`config.mk`:
```
export PLATFORM = sky130hd
export DESIGN_NAME = tft_spi_sequencer
export DESIGN_NICKNAME = d
export VERILOG_FILES = /design/src/rtl/tft_pkg.sv /design/src/rtl/tft_init_rom.sv /design/src/rtl/tft_spi_sequencer.sv
export SDC_FILE = /design/constraint.sdc
export NUM_CORES = 1
export LEC_CHECK = 0
export BUFFER_PORTS_ARGS = -buffer_cell sky130_fd_sc_hd__buf_4
export CAP_MARGIN = 20
export CORE_ASPECT_RATIO = 1.4
export CORE_MARGIN = 5
export CORE_UTILIZATION = 35
export CTS_CLUSTER_SIZE = 10
export DETAILED_ROUTE_END_ITERATION = 16
export GPL_TIMING_DRIVEN = 0
export HOLD_SLACK_MARGIN = 0.1
export PLACE_DENSITY_LB_ADDON = 0.3
export SETUP_SLACK_MARGIN = 0.4
export SYNTH_ARGS = -nofsm -noshare
export SYNTH_HDL_FRONTEND = slang
export SYNTH_SLANG_ARGS = --single-unit
```
`constraint.sdc`:
```
create_clock -name SPI_CLK -period 6.3 [get_ports SPI_CLK]
set_clock_uncertainty 0.15 [all_clocks]
set_input_delay 0.315 -clock SPI_CLK [delete_from_list [all_inputs] [get_ports SPI_CLK]]
set_output_delay 0.315 -clock SPI_CLK [all_outputs]
set_load 0.1 [all_outputs]
```
`src/rtl/tft_pkg.sv`:
```
// Shared types and constants for the TFT SPI word sequencer.
package tft_pkg;

    // Init ROM entry type codes
    typedef enum logic [1:0] {
        ET_CMD = 2'd0,
        ET_DAT = 2'd1,
        ET_DLY = 2'd2,
        ET_END = 2'd3
    } entry_type_e;

    localparam int unsigned ROM_W     = 18;
    localparam int unsigned WIN_WORDS = 7;

    typedef struct packed {
        entry_type_e kind;
        logic [15:0] payload;
    } rom_entry_t;

    // One word as presented to the shifter
    typedef struct packed {
        logic        cs_n;
        logic        dc;
        logic [15:0] data;
    } spi_word_t;

    localparam logic [7:0] CASET = 8'h2A;
    localparam logic [7:0] RASET = 8'h2B;
    localparam logic [7:0] RAMWR = 8'h2C;

    localparam spi_word_t FILLER = '{cs_n: 1'b1, dc: 1'b1, data: 16'h0000};

    typedef enum logic [2:0] {
        S_RST_HOLD,
        S_RST_WAIT,
        S_INIT,
        S_DELAY,
        S_IDLE,
        S_WINDOW,
        S_STREAM
    } state_e;

    // Address-window command sequence: CASET 0..col_end, RASET 0..row_end, RAMWR
    function automatic spi_word_t window_word(input logic [2:0]  idx,
                                              input logic [15:0] col_end,
                                              input logic [15:0] row_end);
        spi_word_t w;
        w = '{cs_n: 1'b0, dc: 1'b1, data: 16'h0000};
        case (idx)
            3'd0:    begin w.dc = 1'b0; w.data = {CASET, 8'h00}; end
            3'd2:    w.data = col_end;
            3'd3:    begin w.dc = 1'b0; w.data = {RASET, 8'h00}; end
            3'd5:    w.data = row_end;
            3'd6:    begin w.dc = 1'b0; w.data = {RAMWR, 8'h00}; end
            default: w.data = 16'h0000;
        endcase
        return w;
    endfunction

endpackage

```
`src/rtl/tft_init_rom.sv`:
```
// Panel init table, synchronous read with one cycle of latency.
module tft_init_rom
    import tft_pkg::*;
#(
    parameter  int unsigned DEPTH = 64,
    localparam int unsigned AW    = $clog2(DEPTH)
) (
    input  logic          clk,
    input  logic [AW-1:0] addr,
    output rom_entry_t    entry
);

    // Registered table lookup; unlisted entries terminate the table
    always_ff @(posedge clk) begin
        case (addr)
            AW'(0):  entry <= '{kind: ET_CMD, payload: 16'h0001};
            AW'(1):  entry <= '{kind: ET_DLY, payload: 16'd10};
            AW'(2):  entry <= '{kind: ET_DAT, payload: 16'h1234};
            default: entry <= '{kind: ET_END, payload: 16'h0000};
        endcase
    end

endmodule

```
`src/rtl/tft_spi_sequencer.sv`:
```
// Word-level TFT controller: hard reset, init table, then framed pixel streaming.
module tft_spi_sequencer
    import tft_pkg::*;
#(
    parameter int unsigned WIDTH      = 240,
    parameter int unsigned HEIGHT     = 320,
    parameter int unsigned RST_CYCLES = 2048,
    parameter int unsigned RST_WAIT   = 4096,
    parameter int unsigned ROM_DEPTH  = 64
) (
    input  logic        SPI_CLK,
    input  logic        reset,
    input  logic        word_tick,
    input  logic        frame_start,
    input  logic [15:0] pix_data,
    input  logic        pix_valid,
    output logic        pix_ready,
    output logic [15:0] word_out,
    output logic        dc_out,
    output logic        cs_n,
    output logic        tft_rst_n,
    output logic        init_done,
    output logic        busy,
    output logic        underrun
);

    localparam int unsigned AW        = $clog2(ROM_DEPTH);
    localparam int unsigned CNT_W     = 16;
    localparam int unsigned PIX_TOTAL = WIDTH * HEIGHT;
    localparam int unsigned PIX_W     = $clog2(PIX_TOTAL + 1);
    localparam logic [15:0] COL_END   = 16'(WIDTH - 1);
    localparam logic [15:0] ROW_END   = 16'(HEIGHT - 1);

    state_e           state_q, state_nxt;
    logic [CNT_W-1:0] cnt_q, cnt_nxt, cnt_inc;
    logic [CNT_W-1:0] delay_len_q, delay_len_nxt;
    logic [AW-1:0]    addr_q, addr_nxt;
    logic             addr_step;
    logic             rom_valid_q;
    logic [2:0]       win_idx_q, win_idx_nxt;
    logic [PIX_W-1:0] pix_cnt_q, pix_cnt_nxt;
    spi_word_t        out_q, out_nxt;
    logic             init_done_nxt, underrun_nxt;
    rom_entry_t       rom_entry;

    tft_init_rom #(.DEPTH(ROM_DEPTH)) u_rom (
        .clk   (SPI_CLK),
        .addr  (addr_q),
        .entry (rom_entry)
    );

    assign cnt_inc   = cnt_q + CNT_W'(1);
    assign word_out  = out_q.data;
    assign dc_out    = out_q.dc;
    assign cs_n      = out_q.cs_n;
    assign pix_ready = !reset && word_tick && pix_valid && (state_q == S_STREAM);

    // State register
    always_ff @(posedge SPI_CLK) begin
        if (reset) state_q <= S_RST_HOLD;
        else       state_q <= state_nxt;
    end

    // Next-state decode
    always_comb begin
        state_nxt = state_q;
        case (state_q)
            S_RST_HOLD: if (cnt_q == CNT_W'(RST_CYCLES - 1)) state_nxt = S_RST_WAIT;
            S_RST_WAIT: if (cnt_q == CNT_W'(RST_WAIT - 1))   state_nxt = S_INIT;
            S_INIT: begin
                if (rom_valid_q) begin
                    if (rom_entry.kind == ET_DLY && rom_entry.payload != 16'd0) state_nxt = S_DELAY;
                    if (rom_entry.kind == ET_END)                               state_nxt = S_IDLE;
                end
            end
            S_DELAY:  if (cnt_inc == delay_len_q) state_nxt = S_INIT;
            S_IDLE:   if (frame_start) state_nxt = S_WINDOW;
            S_WINDOW: if (word_tick && win_idx_q == 3'(WIN_WORDS - 1)) state_nxt = S_STREAM;
            S_STREAM: if (word_tick && pix_valid && pix_cnt_q == PIX_W'(PIX_TOTAL - 1)) state_nxt = S_IDLE;
            default:  state_nxt = S_RST_HOLD;
        endcase
    end

    // Next values for counters, ROM address, flags and the word mux
    always_comb begin
        cnt_nxt       = cnt_q;
        delay_len_nxt = delay_len_q;
        addr_step     = 1'b0;
        win_idx_nxt   = win_idx_q;
        pix_cnt_nxt   = pix_cnt_q;
        out_nxt       = out_q;
        init_done_nxt = init_done;
        underrun_nxt  = underrun;
        if (word_tick) out_nxt = FILLER;
        case (state_q)
            S_RST_HOLD, S_RST_WAIT: cnt_nxt = (state_nxt != state_q) ? '0 : cnt_inc;
            S_INIT: begin
                if (rom_valid_q) begin
                    case (rom_entry.kind)
                        ET_CMD: if (word_tick) begin
                            out_nxt   = '{cs_n: 1'b0, dc: 1'b0, data: {rom_entry.payload[7:0], 8'h00}};
                            addr_step = 1'b1;
                        end
                        ET_DAT: if (word_tick) begin
                            out_nxt   = '{cs_n: 1'b0, dc: 1'b1, data: rom_entry.payload};
                            addr_step = 1'b1;
                        end
                        ET_DLY: begin
                            addr_step     = 1'b1;
                            cnt_nxt       = '0;
                            delay_len_nxt = rom_entry.payload;
                        end
                        default: init_done_nxt = 1'b1;
                    endcase
                end
            end
            S_DELAY: cnt_nxt = cnt_inc;
            S_IDLE: begin
                if (frame_start) begin
                    win_idx_nxt  = '0;
                    pix_cnt_nxt  = '0;
                    underrun_nxt = 1'b0;
                end
            end
            S_WINDOW: begin
                if (word_tick) begin
                    out_nxt     = window_word(win_idx_q, COL_END, ROW_END);
                    win_idx_nxt = win_idx_q + 3'd1;
                end
            end
            S_STREAM: begin
                if (word_tick) begin
                    if (pix_valid) begin
                        out_nxt     = '{cs_n: 1'b0, dc: 1'b1, data: pix_data};
                        pix_cnt_nxt = pix_cnt_q + PIX_W'(1);
                    end else begin
                        underrun_nxt = 1'b1;
                    end
                end
            end
            default: ;
        endcase
        addr_nxt = addr_step ? addr_q + AW'(1) : addr_q;
    end

    // Datapath and registered outputs
    always_ff @(posedge SPI_CLK) begin
        if (reset) begin
            cnt_q       <= '0;
            delay_len_q <= '0;
            addr_q      <= '0;
            rom_valid_q <= 1'b0;
            win_idx_q   <= '0;
            pix_cnt_q   <= '0;
            out_q       <= FILLER;
            tft_rst_n   <= 1'b0;
            init_done   <= 1'b0;
            busy        <= 1'b1;
            underrun    <= 1'b0;
        end else begin
            cnt_q       <= cnt_nxt;
            delay_len_q <= delay_len_nxt;
            addr_q      <= addr_nxt;
            rom_valid_q <= !addr_step;
            win_idx_q   <= win_idx_nxt;
            pix_cnt_q   <= pix_cnt_nxt;
            out_q       <= out_nxt;
            tft_rst_n   <= (state_nxt != S_RST_HOLD);
            init_done   <= init_done_nxt;
            busy        <= (state_nxt != S_IDLE);
            underrun    <= underrun_nxt;
        end
    end

endmodule

```
==> insert_results.sql, run 1 <==
INSERT INTO impl_metrics (metric_group, metric, value, unit) VALUES
('synthesis', 'syn-mean-instance-area', '8.14', 'µm²'),
('critical_path', 'worst_ep_required_time', '5.83', 'ns'),
('placement', 'io_buffer_count', '42', ''),
('sta', 'tightest_slew', '0.703', 'ns'),
('routing', 'detail_route.wirelength', '11.7', 'mm'),
('sta', 'final_min_period_over_clock_period', '0.478', ''),
('routing', 'first_iter_violations', '184', ''),
('sta', 'final-hold-violation-count', '0', ''),
('layout', 'num-fill-cells', '1214', ''),
('layout', 'area.growth.synth_to_final', '20.2', '%'),
('synthesis', 'ys_warn_count', '0', ''),
('routing', 'post_drt_via_cell_ratio', '5.45', ''),
('sta', 'maxSlewViolCount', '0', ''),
('routing', 'drt.antenna.violating_nets', '0', ''),
('routing', 'routed-via-count', '3998', ''),
('synthesis', 'synth_edf_count', '0', ''),
('synthesis', 'synth_adder_area_share', '0.0323', ''),
('synthesis', 'yosys-mux-area-fraction', '0.00970', ''),
('sta', 'final-setup-viol-count', '0', ''),
('routing', 'topRoutingLayerUsed', 'met4', ''),
('synthesis', 'seq_area_frac_synth', '0.357', ''),
('sta', 'fin_crit', '3.01', 'ns'),
('routing', 'route.met2.wl', '5.93', 'mm'),
('power', 'power.switching_fraction', '0.223', ''),
('synthesis', 'async_reset_ff_frac', '0', ''),
('grt', 'grt_overflow', '0', ''),
('grt', 'grt_start_max_net_pins', '13', ''),
('clock_tree', 'tritoncts', 'yes', ''),
('power', 'clock_power_share', '0.490', ''),
('die', 'die_area', '14500', 'µm²'),
('synthesis', 'post_synthesis_cells', '523', ''),
('routing', 'wirelength_met1', '4.97', 'mm'),
('clock_tree', 'clkTransAtPathRegs', '0.06', 'ns'),
('grt', 'gr-usage-all-layers', '0.165', ''),
('synthesis', 'yosys_register_bits', '76', ''),
('layout', 'layoutNonFillerInstCount', '734', ''),
('power', 'ir_worst_vdd', '0.000142', 'V'),
('sta', 'grt_setup_unrepaired', 'false', ''),
('synthesis', 'synth_top_flop_cell', 'sky130_fd_sc_hd__dfxtp_1', ''),
('grt', 'first_global_vias', '3903', ''),
('clock_tree', 'htree_num_levels', '3', ''),
('synthesis', 'syn-cell-area', '4260', 'µm²'),
('grt', 'antenna_violations_before_repair', '0', ''),
('die', 'die-height', '140', 'µm'),
('die', 'floorplan.io_pins', '44', ''),
('clock_tree', 'worstSkewPairLatency', '0.34', 'ns'),
('die', 'die_w', '103', 'µm'),
('routing', 'detailroute.wirelength.met3', '480', 'µm'),
('synthesis', 'synth_top_family_by_area', 'simple AND/OR/NAND/NOR gates', ''),
('routing', 'route.detailed.wl_per_inst', '15.9', 'µm'),
('clock_tree', 'cts_max_path_buffers', '2', ''),
('routing', 'drt-pass1-iter-count', '5', ''),
('routing', 'drt_drc_violations_left', '0', ''),
('synthesis', 'parity_gate_share_of_the_synthesized_area_counting_xor_and_xnor_cells', '0.0700', ''),
('critical_path', 'worst_ep_arrival_time', '2.54', 'ns'),
('run_status', 'run_status', 'completed', ''),
('layout', 'post_route_cells_drive_above_1_share', '0.157', ''),
('critical_path', 'setup.worst_path.start_class', 'register', ''),
('synthesis', 'postSynthNetCount', '555', ''),
('layout', 'n_antenna_cell', '0', ''),
('power', 'cell_internal_pwr', '0.818', 'mW'),
('layout', 'net_total_in_the_final_layout', '615', ''),
('placement', 'gp_routability_congestion', '0.890', ''),
('power', 'powerDensity', '206', 'nW/µm²'),
('power', 'power', '1.05', 'mW'),
('power', 'static_leakage', '1.88', 'nW'),
('die', 'floorplan.core_area', '11900', 'µm²'),
('placement', 'place_hpwl', '8.73', 'mm'),
('grt', 'global_route_wire_length_before_repair', '19.1', 'mm'),
('sta', 'max_clock_freq', '332', 'MHz'),
('clock_tree', 'clockRootBuffer', 'sky130_fd_sc_hd__clkbuf_16', '');
synthesized netlist by cell type (5+ instances only):
cell | count | area (µm²)
sky130_fd_sc_hd__dfxtp_1 | 76 | 1520
sky130_fd_sc_hd__nor2_1 | 74 | 278
sky130_fd_sc_hd__nand2_1 | 41 | 154
sky130_fd_sc_hd__a21oi_1 | 30 | 150
sky130_fd_sc_hd__o21ai_0 | 21 | 105
sky130_fd_sc_hd__nand4_1 | 19 | 119
sky130_fd_sc_hd__nor3_1 | 18 | 90.1
sky130_fd_sc_hd__clkbuf_1 | 17 | 63.8
sky130_fd_sc_hd__xnor2_1 | 17 | 149
sky130_fd_sc_hd__xor2_1 | 17 | 149
sky130_fd_sc_hd__nand3_1 | 16 | 80.1
sky130_fd_sc_hd__inv_1 | 14 | 52.6
sky130_fd_sc_hd__ha_1 | 11 | 138
sky130_fd_sc_hd__and3_1 | 9 | 56.3
sky130_fd_sc_hd__nor2b_1 | 9 | 56.3
sky130_fd_sc_hd__a31oi_1 | 8 | 50.1
sky130_fd_sc_hd__or3_1 | 8 | 50.1
sky130_fd_sc_hd__and2_1 | 7 | 43.8
sky130_fd_sc_hd__buf_4 | 7 | 52.6
sky130_fd_sc_hd__a22oi_1 | 6 | 45.0
sky130_fd_sc_hd__nand3b_1 | 5 | 37.5
worst max-delay path: stages (launching register included):
cell                       delay (ns)
sky130_fd_sc_hd__dfxtp_1         0.33
sky130_fd_sc_hd__buf_2           0.22
sky130_fd_sc_hd__and3b_1         0.30
sky130_fd_sc_hd__and3_1          0.19
sky130_fd_sc_hd__clkbuf_1        0.37
sky130_fd_sc_hd__buf_2           0.32
sky130_fd_sc_hd__nor2b_1         0.17
sky130_fd_sc_hd__buf_4           0.30
through the flow:
step	worst slack, ns	hold slack (ns)	cell area (µm²)
3_5_place_dp	3.65	0.305	4760
4_1_cts	3.29	0.129	5120
6_report	3.29	0.128	5120
2_1_floorplan	3.17	0.270	4260
5_1_grt	3.16	0.145	5120
3_3_place_gp	3.68	0.302	4760
cells by family (layout without fill, tap and decap cells):
family / after synthesis / in the layout
multiplexers: 4 / 4
flip-flops: 76 / 76
AO/OA/AOI/OAI: 114 / 114
XOR/XNOR: 34 / 34
buffers and inverters: 51 / 115
AND/OR/NAND/NOR: 233 / 233
adder cells (fa/ha/maj): 11 / 11
metal layers:
layer | GRT usage | up-vias
li1 | - | 1971
met1 | 0.197 | 1916
met2 | 0.285 | 91
met3 | 0.0274 | 20
met4 | 0.0703 | 0
met5 | 0 | -
state kept, by name, summed over array words and instances, names as in the netlist:
register	cells
u_rom.entry	5
pix_cnt_q	17
word_out	16
busy	1
underrun	1
tft_rst_n	1
addr_q	6
rom_valid_q	1
state_q	3
cnt_q	16
dc_out	1
init_done	1
win_idx_q	3
cs_n	1
delay_len_q	3
cells in the final DEF (no fill, tap or decap), types with 7 or more instances in the layout:
master	instances
sky130_fd_sc_hd__a21oi_1	30
sky130_fd_sc_hd__a31oi_1	8
sky130_fd_sc_hd__and2_1	7
sky130_fd_sc_hd__and3_1	9
sky130_fd_sc_hd__buf_4	49
sky130_fd_sc_hd__clkbuf_1	17
sky130_fd_sc_hd__clkbuf_16	9
sky130_fd_sc_hd__dfxtp_1	76
sky130_fd_sc_hd__dlygate4sd3_1	7
sky130_fd_sc_hd__ha_1	11
sky130_fd_sc_hd__inv_1	14
sky130_fd_sc_hd__nand2_1	41
sky130_fd_sc_hd__nand3_1	16
sky130_fd_sc_hd__nand4_1	19
sky130_fd_sc_hd__nor2_1	74
sky130_fd_sc_hd__nor2b_1	9
sky130_fd_sc_hd__nor3_1	18
sky130_fd_sc_hd__o21ai_0	21
sky130_fd_sc_hd__or3_1	8
sky130_fd_sc_hd__xnor2_1	17
sky130_fd_sc_hd__xor2_1	17
power groups by stage:
stage	registers (mW)	logic, mW	clock network, mW
global route	0.485	0.0561	0.542
global placement	0.496	0.0474	0
CTS	0.485	0.0523	0.525
floorplan	0.498	0.0254	0
finish	0.485	0.0517	0.515
detailed placement	0.496	0.0485	0
path summary, 6_finish.rpt:
path / cells past startpoint / slack, ns / startpoint / endpoint
setup / recovery: 7 / 3.29 / state_q[2] / pix_ready
hold / removal: 3 / 0.13 / pix_data[8] / word_out[8]
setup reg to reg: 9 / 3.78 / cnt_q[1] / tft_rst_n
hold reg to reg: 2 / 0.32 / pix_cnt_q[1] / pix_cnt_q[1]
final cells by class:
type | count | area (µm²) | area share
tap | 147 | 184 | 0.0359
sequential | 76 | 1520 | 0.297
buffer | 36 | 213 | 0.0416
clock inverter | 5 | 52.6 | 0.0103
timing repair buffer | 49 | 385 | 0.0753
multi-input combinational | 396 | 2470 | 0.482
inverter | 15 | 56.3 | 0.0110
clock buffer | 10 | 239 | 0.0467
timing repair:
action / CTS / global route
endpoints found under the hold margin: 7 / 0
buffers inserted: 0 / 0
hold buffers: 7 / 0
(Power assumes the default switching activity.)
==> run 2, diff against run 1 <==
==> constraint.sdc (replaced) <==
create_clock -name SPI_CLK -period 2.5 [get_ports SPI_CLK]
set_clock_uncertainty 0.15 [all_clocks]
set_input_delay 0.125 -clock SPI_CLK [delete_from_list [all_inputs] [get_ports SPI_CLK]]
set_output_delay 0.125 -clock SPI_CLK [all_outputs]
set_load 0.1 [all_outputs]
==> run 2 against run 1 <==
  * Utilization is 7.6 points higher
  * Setup slack worse by 3.0 ns
  * Routed wire length is 12% higher
  * Critical path type is now reg -> reg
==> insert_results.sql, run 2 (same netlist as run 1, synthesis figures left out) <==
INSERT INTO impl_metrics (metric_group, metric, value, unit) VALUES
('clock_tree', 'clock_sinks', '76', ''),
('routing', 'drt-pass1-iter-count', '6', ''),
('layout', 'area.growth.synth_to_final', '41.6', '%'),
('layout', 'largest_register_ff_count', '17', ''),
('clock_tree', 'tritoncts.num_buffers', '9', ''),
('sta', 'final_min_period_over_clock_period', '0.894', ''),
('grt', 'gr-usage-all-layers', '0.177', ''),
('clock_tree', 'worstSkewPairLatency', '0.34', 'ns'),
('layout', 'fin_util', '0.507', ''),
('critical_path', 'cp-startpoint', 'cnt_q[1]', ''),
('placement', 'gp_routability_congestion', '0.873', ''),
('sta', 'grt_setup_unrepaired', 'true', ''),
('clock_tree', 'clkTransAtPathRegs', '0.06', 'ns'),
('layout', 'mostFrequentLayoutCells', 'sky130_fd_sc_hd__buf_4 (84), sky130_fd_sc_hd__nor2_1 (71), sky130_fd_sc_hd__dfxtp_1 (64)', ''),
('routing', 'route.met2.wl', '7.06', 'mm'),
('critical_path', 'critical-path-slowest-cell', 'sky130_fd_sc_hd__dfxtp_4', ''),
('layout', 'layout_commonest_cell', 'sky130_fd_sc_hd__buf_4', ''),
('sta', 'post-route-worst-setup-slack', '0.264', 'ns'),
('critical_path', 'setup.worst_path.start_class', 'register', ''),
('critical_path', 'crit_path_end_kind', 'register', ''),
('critical_path', 'timing.critical_path.buf_inv', '2', ''),
('layout', 'num-fill-cells', '1096', ''),
('routing', 'post_drt_via_cell_ratio', '5.46', ''),
('die', 'die-height', '140', 'µm'),
('run', 'maxCapViolations', '0', ''),
('grt', 'first_global_vias', '4177', ''),
('routing', 'routed-via-count', '4328', ''),
('grt', 'grt_overflow', '0', ''),
('sta', 'tightest_slew', '0.740', 'ns'),
('die', 'floorplan.core_area', '11900', 'µm²'),
('die', 'rows', '47', ''),
('routing', 'detailroute.wirelength.met3', '596', 'µm'),
('critical_path', 'crit_path_max_incr_delay', '0.35', 'ns'),
('routing', 'wirelength_met1', '5.04', 'mm'),
('clock_tree', 'tritoncts', 'yes', ''),
('critical_path', 'worst_ep_required_time', '2.56', 'ns'),
('hold_path', 'holdCritPathClass', 'in -> reg', ''),
('sta', 'max_clock_freq', '447', 'MHz'),
('power', 'powerDensity', '500', 'nW/µm²'),
('die', 'die_w', '103', 'µm'),
('clock_tree', 'clockRootBuffer', 'sky130_fd_sc_hd__clkbuf_16', ''),
('critical_path', 'critical_path_class', 'reg -> reg', ''),
('routing', 'topRoutingLayerUsed', 'met4', ''),
('critical_path', 'worst-path-max-fanout', '4', ''),
('run_status', 'run_status', 'completed', ''),
('placement', 'place_hpwl', '8.75', 'mm'),
('sta', 'maxSlewViolCount', '0', ''),
('critical_path', 'critical_path.cell_chain', 'ha_4, buf_6, and3_4, nand4_1, nor2_4, a211o_4, buf_4, o21ai_0, a31oi_1', ''),
('layout', 'net_total_in_the_final_layout', '672', ''),
('grt', 'global_route_wire_length_before_repair', '20.5', 'mm'),
('power', 'power', '3.01', 'mW'),
('routing', 'drt.antenna.violating_nets', '0', ''),
('routing', 'drt_drc_violations_left', '0', ''),
('power', 'static_leakage', '2.31', 'nW'),
('grt', 'grt_start_max_net_pins', '14', ''),
('die', 'floorplan.io_pins', '44', ''),
('critical_path', 'worst_path_dominant_cell_family', 'compound AO/OA/AOI/OAI gates', ''),
('critical_path', 'regToRegStartpoint', 'cnt_q[1]', ''),
('clock_tree', 'htree_num_levels', '3', ''),
('die', 'initial_utilization', '0.358', ''),
('placement', 'pre_cts_ws', '-0.0169', 'ns'),
('power', 'ir_worst_vdd', '0.000424', 'V'),
('sta', 'max_slew_margin', '0.506', ''),
('sta', 'fin_crit', '2.24', 'ns'),
('sta', 'tns', '0', 'ns'),
('die', 'die_area', '14500', 'µm²'),
('routing', 'detail_route.wirelength', '13.0', 'mm'),
('clock_tree', 'cts_max_path_buffers', '2', ''),
('layout', 'n_antenna_cell', '0', ''),
('hold_path', 'holdCritStartpoint', 'word_tick', ''),
('routing', 'route.detailed.wl_per_inst', '16.5', 'µm'),
('routing', 'first_iter_violations', '217', ''),
('layout', 'largest_register', 'pix_cnt_q', ''),
('sta', 'final-setup-viol-count', '0', ''),
('grt', 'antenna_violations_before_repair', '0', ''),
('placement', 'io_buffer_count', '42', ''),
('sta', 'final-hold-violation-count', '0', ''),
('critical_path', 'worst_ep_arrival_time', '2.30', 'ns'),
('layout', 'post_route_cells_drive_above_1_share', '0.288', '');
## run 2: cell types whose count changed in the layout (fill, tap and decap cells not counted), sizes merged
cell	delta
clkinv	-2
bufinv	+3
buf	+45
dlygate4sd3	+12
## run 2: timing repair
| action | CTS | global route |
|---|---|---|
| endpoints found under the hold margin | 25 | 0 |
| resized for setup | 55 | 32 |
| pin swaps | 25 | 15 |
| setup endpoints to repair | 44 | 29 |
| buffers inserted | 21 | 22 |
| gates cloned | 0 | 2 |
| hold buffers | 19 | 0 |
## run 2: per-layer routing
layer / up-vias / track usage
met3: 34 / 0.0333
met2: 140 / 0.319
met1: 2064 / 0.198
li1: 2090 / -
met4: 0 / 0.0764
met5: - / 0
## run 2: path summary, 6_finish.rpt
check,end,slack [ns],depth (start not counted)
worst max-delay path,state_q[0],0.26,9
worst min-delay path,word_out[7],0.33,4
worst max register to register,state_q[0],0.26,9
worst min register to register,word_out[13],0.33,2
## run 2: power breakdown
group / leakage, nW / switching (mW) / internal [mW]
sequential: 0.619 / 0.00532 / 1.22
combinational: 1.52 / 0.0895 / 0.0844
clock: 0.173 / 0.536 / 1.08
total: 2.31 / 0.631 / 2.38
## run 2: metrics by stage
step | area (µm²) | hold slack (ns) | instances
floorplan | 4280 | 0.0799 | 523
global placement | 4770 | 0.209 | 712
detailed placement | 4770 | 0.225 | 712
CTS | 5710 | 0.328 | 768
global route | 6030 | 0.340 | 792
finish | 6030 | 0.328 | 792
## run 2: worst register-to-register path: cells and delay by family, from the launching register on
family                   cells  cell delay (ns)
AO/OA/AOI/OAI                3             0.66
AND/OR/NAND/NOR              3             0.50
flip-flops                   1             0.35
buffers and inverters        2             0.27
adder cells (fa/ha/maj)      1             0.15
## run 2: layout make-up
type                            instances  area [µm²]  share of cell area
Inverter                               15        56.3             0.00934
Buffer                                 36         287              0.0475
Multi-Input combinational cell        396        2700               0.448
Sequential cell                        76        1540               0.256
Clock inverter                          6         136              0.0226
Tap cell                              147         184              0.0305
Clock buffer                           10         229              0.0380
Timing Repair Buffer                  106         891               0.148
==> run 3, diff against run 2 <==
--- a/config.mk
+++ b/config.mk
@@ -9,7 +9,7 @@
 export CAP_MARGIN = 20
 export CORE_ASPECT_RATIO = 1.4
 export CORE_MARGIN = 5
-export CORE_UTILIZATION = 35
+export CORE_UTILIZATION = 53
 export CTS_CLUSTER_SIZE = 10
 export DETAILED_ROUTE_END_ITERATION = 16
 export GPL_TIMING_DRIVEN = 0
==> run 3 against run 2 <==
  * Non-clock buffer count down 9
  * Fmax rose by 0.27%
  * Global-route usage rose by 8.0 points
  * Critical path type unchanged
==> insert_results.sql, run 3 (same netlist as run 1, synthesis figures left out) <==
INSERT INTO impl_metrics (metric_group, metric, value, unit) VALUES
('power', 'powerDensity', '414', 'nW/µm²'),
('grt', 'global_route_wire_length_before_repair', '20.3', 'mm'),
('die', 'rows', '38', ''),
('placement', 'place_hpwl', '8.22', 'mm'),
('die', 'floorplan.io_pins', '44', ''),
('sta', 'grt_setup_unrepaired', 'true', ''),
('sta', 'max_slew_margin', '0.516', ''),
('layout', 'final_area', '5740', 'µm²'),
('critical_path', 'worst-path-max-fanout', '8', ''),
('sta', 'post-route-worst-setup-slack', '0.270', 'ns'),
('placement', 'pre_cts_ws', '0.0879', 'ns'),
('placement', 'gp_routability_congestion', '0.938', ''),
('routing', 'drt_drc_violations_left', '0', ''),
('clock_tree', 'clockRootBuffer', 'sky130_fd_sc_hd__clkbuf_8', ''),
('layout', 'layout_commonest_cell', 'sky130_fd_sc_hd__buf_4', ''),
('sta', 'final_min_period_over_clock_period', '0.892', ''),
('placement', 'io_buffer_count', '42', ''),
('sta', 'fin_crit', '2.23', 'ns'),
('grt', 'grt_overflow', '0', ''),
('clock_tree', 'worstSkewPairLatency', '0.37', 'ns'),
('grt', 'grt_start_max_net_pins', '15', ''),
('sta', 'tightest_slew', '0.726', 'ns'),
('grt', 'first_global_vias', '4439', ''),
('run', 'maxCapViolations', '0', ''),
('clock_tree', 'clkTransAtPathRegs', '0.09', 'ns'),
('die', 'die-height', '116', 'µm'),
('die', 'die_area', '9950', 'µm²'),
('clock_tree', 'tritoncts.num_buffers', '9', ''),
('layout', 'post_route_cells_drive_above_1_share', '0.303', ''),
('routing', 'drt.antenna.violating_nets', '0', ''),
('critical_path', 'critical_path_class', 'reg -> reg', ''),
('hold_path', 'holdCritPathClass', 'in -> reg', ''),
('critical_path', 'setup.worst_path.start_class', 'register', ''),
('clock_tree', 'clock_sinks', '76', ''),
('layout', 'largest_register', 'pix_cnt_q', ''),
('layout', 'net_total_in_the_final_layout', '663', ''),
('critical_path', 'worst_ep_arrival_time', '2.31', 'ns'),
('die', 'floorplan.core_area', '7800', 'µm²'),
('layout', 'mostFrequentLayoutCells', 'sky130_fd_sc_hd__buf_4 (75), sky130_fd_sc_hd__nor2_1 (71), sky130_fd_sc_hd__dfxtp_1 (58)', ''),
('routing', 'post_drt_via_cell_ratio', '6.12', ''),
('routing', 'drt-pass1-iter-count', '6', ''),
('die', 'initial_utilization', '0.546', ''),
('routing', 'route.detailed.wl_per_inst', '18.1', 'µm'),
('layout', 'num-fill-cells', '567', ''),
('sta', 'maxSlewViolCount', '0', ''),
('power', 'ir_worst_vdd', '0.000350', 'V'),
('die', 'die_w', '85.7', 'µm'),
('run_status', 'run_status', 'completed', ''),
('grt', 'gr-usage-all-layers', '0.257', ''),
('grt', 'antenna_violations_before_repair', '0', ''),
('layout', 'largest_register_ff_count', '17', ''),
('sta', 'final-hold-violation-count', '0', ''),
('sta', 'final-setup-viol-count', '0', ''),
('routing', 'routed-via-count', '4510', ''),
('critical_path', 'worst_ep_required_time', '2.58', 'ns'),
('layout', 'area.growth.synth_to_final', '34.8', '%'),
('placement', 'postPlaceCellArea', '4720', 'µm²'),
('sta', 'tns', '0', 'ns'),
('clock_tree', 'cts_max_path_buffers', '2', ''),
('routing', 'first_iter_violations', '545', ''),
('clock_tree', 'tritoncts', 'yes', ''),
('sta', 'max_clock_freq', '448', 'MHz'),
('power', 'static_leakage', '2.15', 'nW'),
('layout', 'fin_util', '0.736', ''),
('critical_path', 'crit_path_end_kind', 'register', ''),
('clock_tree', 'htree_num_levels', '3', ''),
('routing', 'detail_route.wirelength', '13.3', 'mm');
run 3: per-layer routing:
metal / vias to the layer above / global-route usage / share of wire
met2: 233 / 0.466 / 0.53
met1: 2133 / 0.274 / 0.36
met4: 0 / 0.153 / 0.049
met3: 70 / 0.0512 / 0.070
li1: 2074 / - / -
met5: - / 0 / 0
run 3: area by class of cell:
type,count,area (µm²),area share
Timing Repair Buffer,97,812,0.141
Sequential cell,76,1550,0.270
Clock buffer,9,124,0.0216
Multi-Input combinational cell,396,2710,0.472
Clock inverter,7,76.3,0.0133
Antenna cell,1,2.50,0.000436
Buffer,36,285,0.0497
Tap cell,100,125,0.0218
Inverter,15,56.3,0.00981
run 3: critical path: stages, from the launching register on:
cell and delay, ns:
sky130_fd_sc_hd__dfxtp_2 0.36, sky130_fd_sc_hd__buf_2 0.19, sky130_fd_sc_hd__nand4_1 0.19, sky130_fd_sc_hd__o21ai_0 0.22, sky130_fd_sc_hd__nor4b_2 0.25, sky130_fd_sc_hd__o2111ai_2 0.20, sky130_fd_sc_hd__a2111oi_2 0.38, sky130_fd_sc_hd__a31oi_1 0.16
run 3: final timing paths:
kind | startpoint | endpoint | slack [ns] | cells after the start
setup / recovery | cnt_q[0] | state_q[0] | 0.27 | 7
hold / removal | word_tick | word_out[7] | 0.28 | 4
setup reg to reg | cnt_q[0] | state_q[0] | 0.27 | 7
hold reg to reg | pix_cnt_q[6] | pix_cnt_q[6] | 0.35 | 2
run 3: power by group:
group | leakage, nW | switching [mW] | internal, mW
sequential | 0.623 | 0.00553 | 1.21
combinational | 1.44 | 0.0952 | 0.0854
clock | 0.0958 | 0.508 | 0.466
run 3: repair_timing:
action / CTS / global route
resized for setup: 49 / 54
gates cloned: 0 / 2
hold buffers: 19 / 0
endpoints found under the setup margin: 37 / 40
endpoints found under the hold margin: 25 / 0
setup buffers: 20 / 14
pin swaps: 18 / 25
run 3: stage by stage:
stage | instances | hold slack [ns] | power [mW]
finish | 737 | 0.283 | 2.37
global route | 736 | 0.325 | 2.44
CTS | 720 | 0.132 | 2.35
detailed placement | 665 | 0.215 | 1.37
global placement | 665 | 0.211 | 1.37
floorplan | 523 | 0.0799 | 1.32
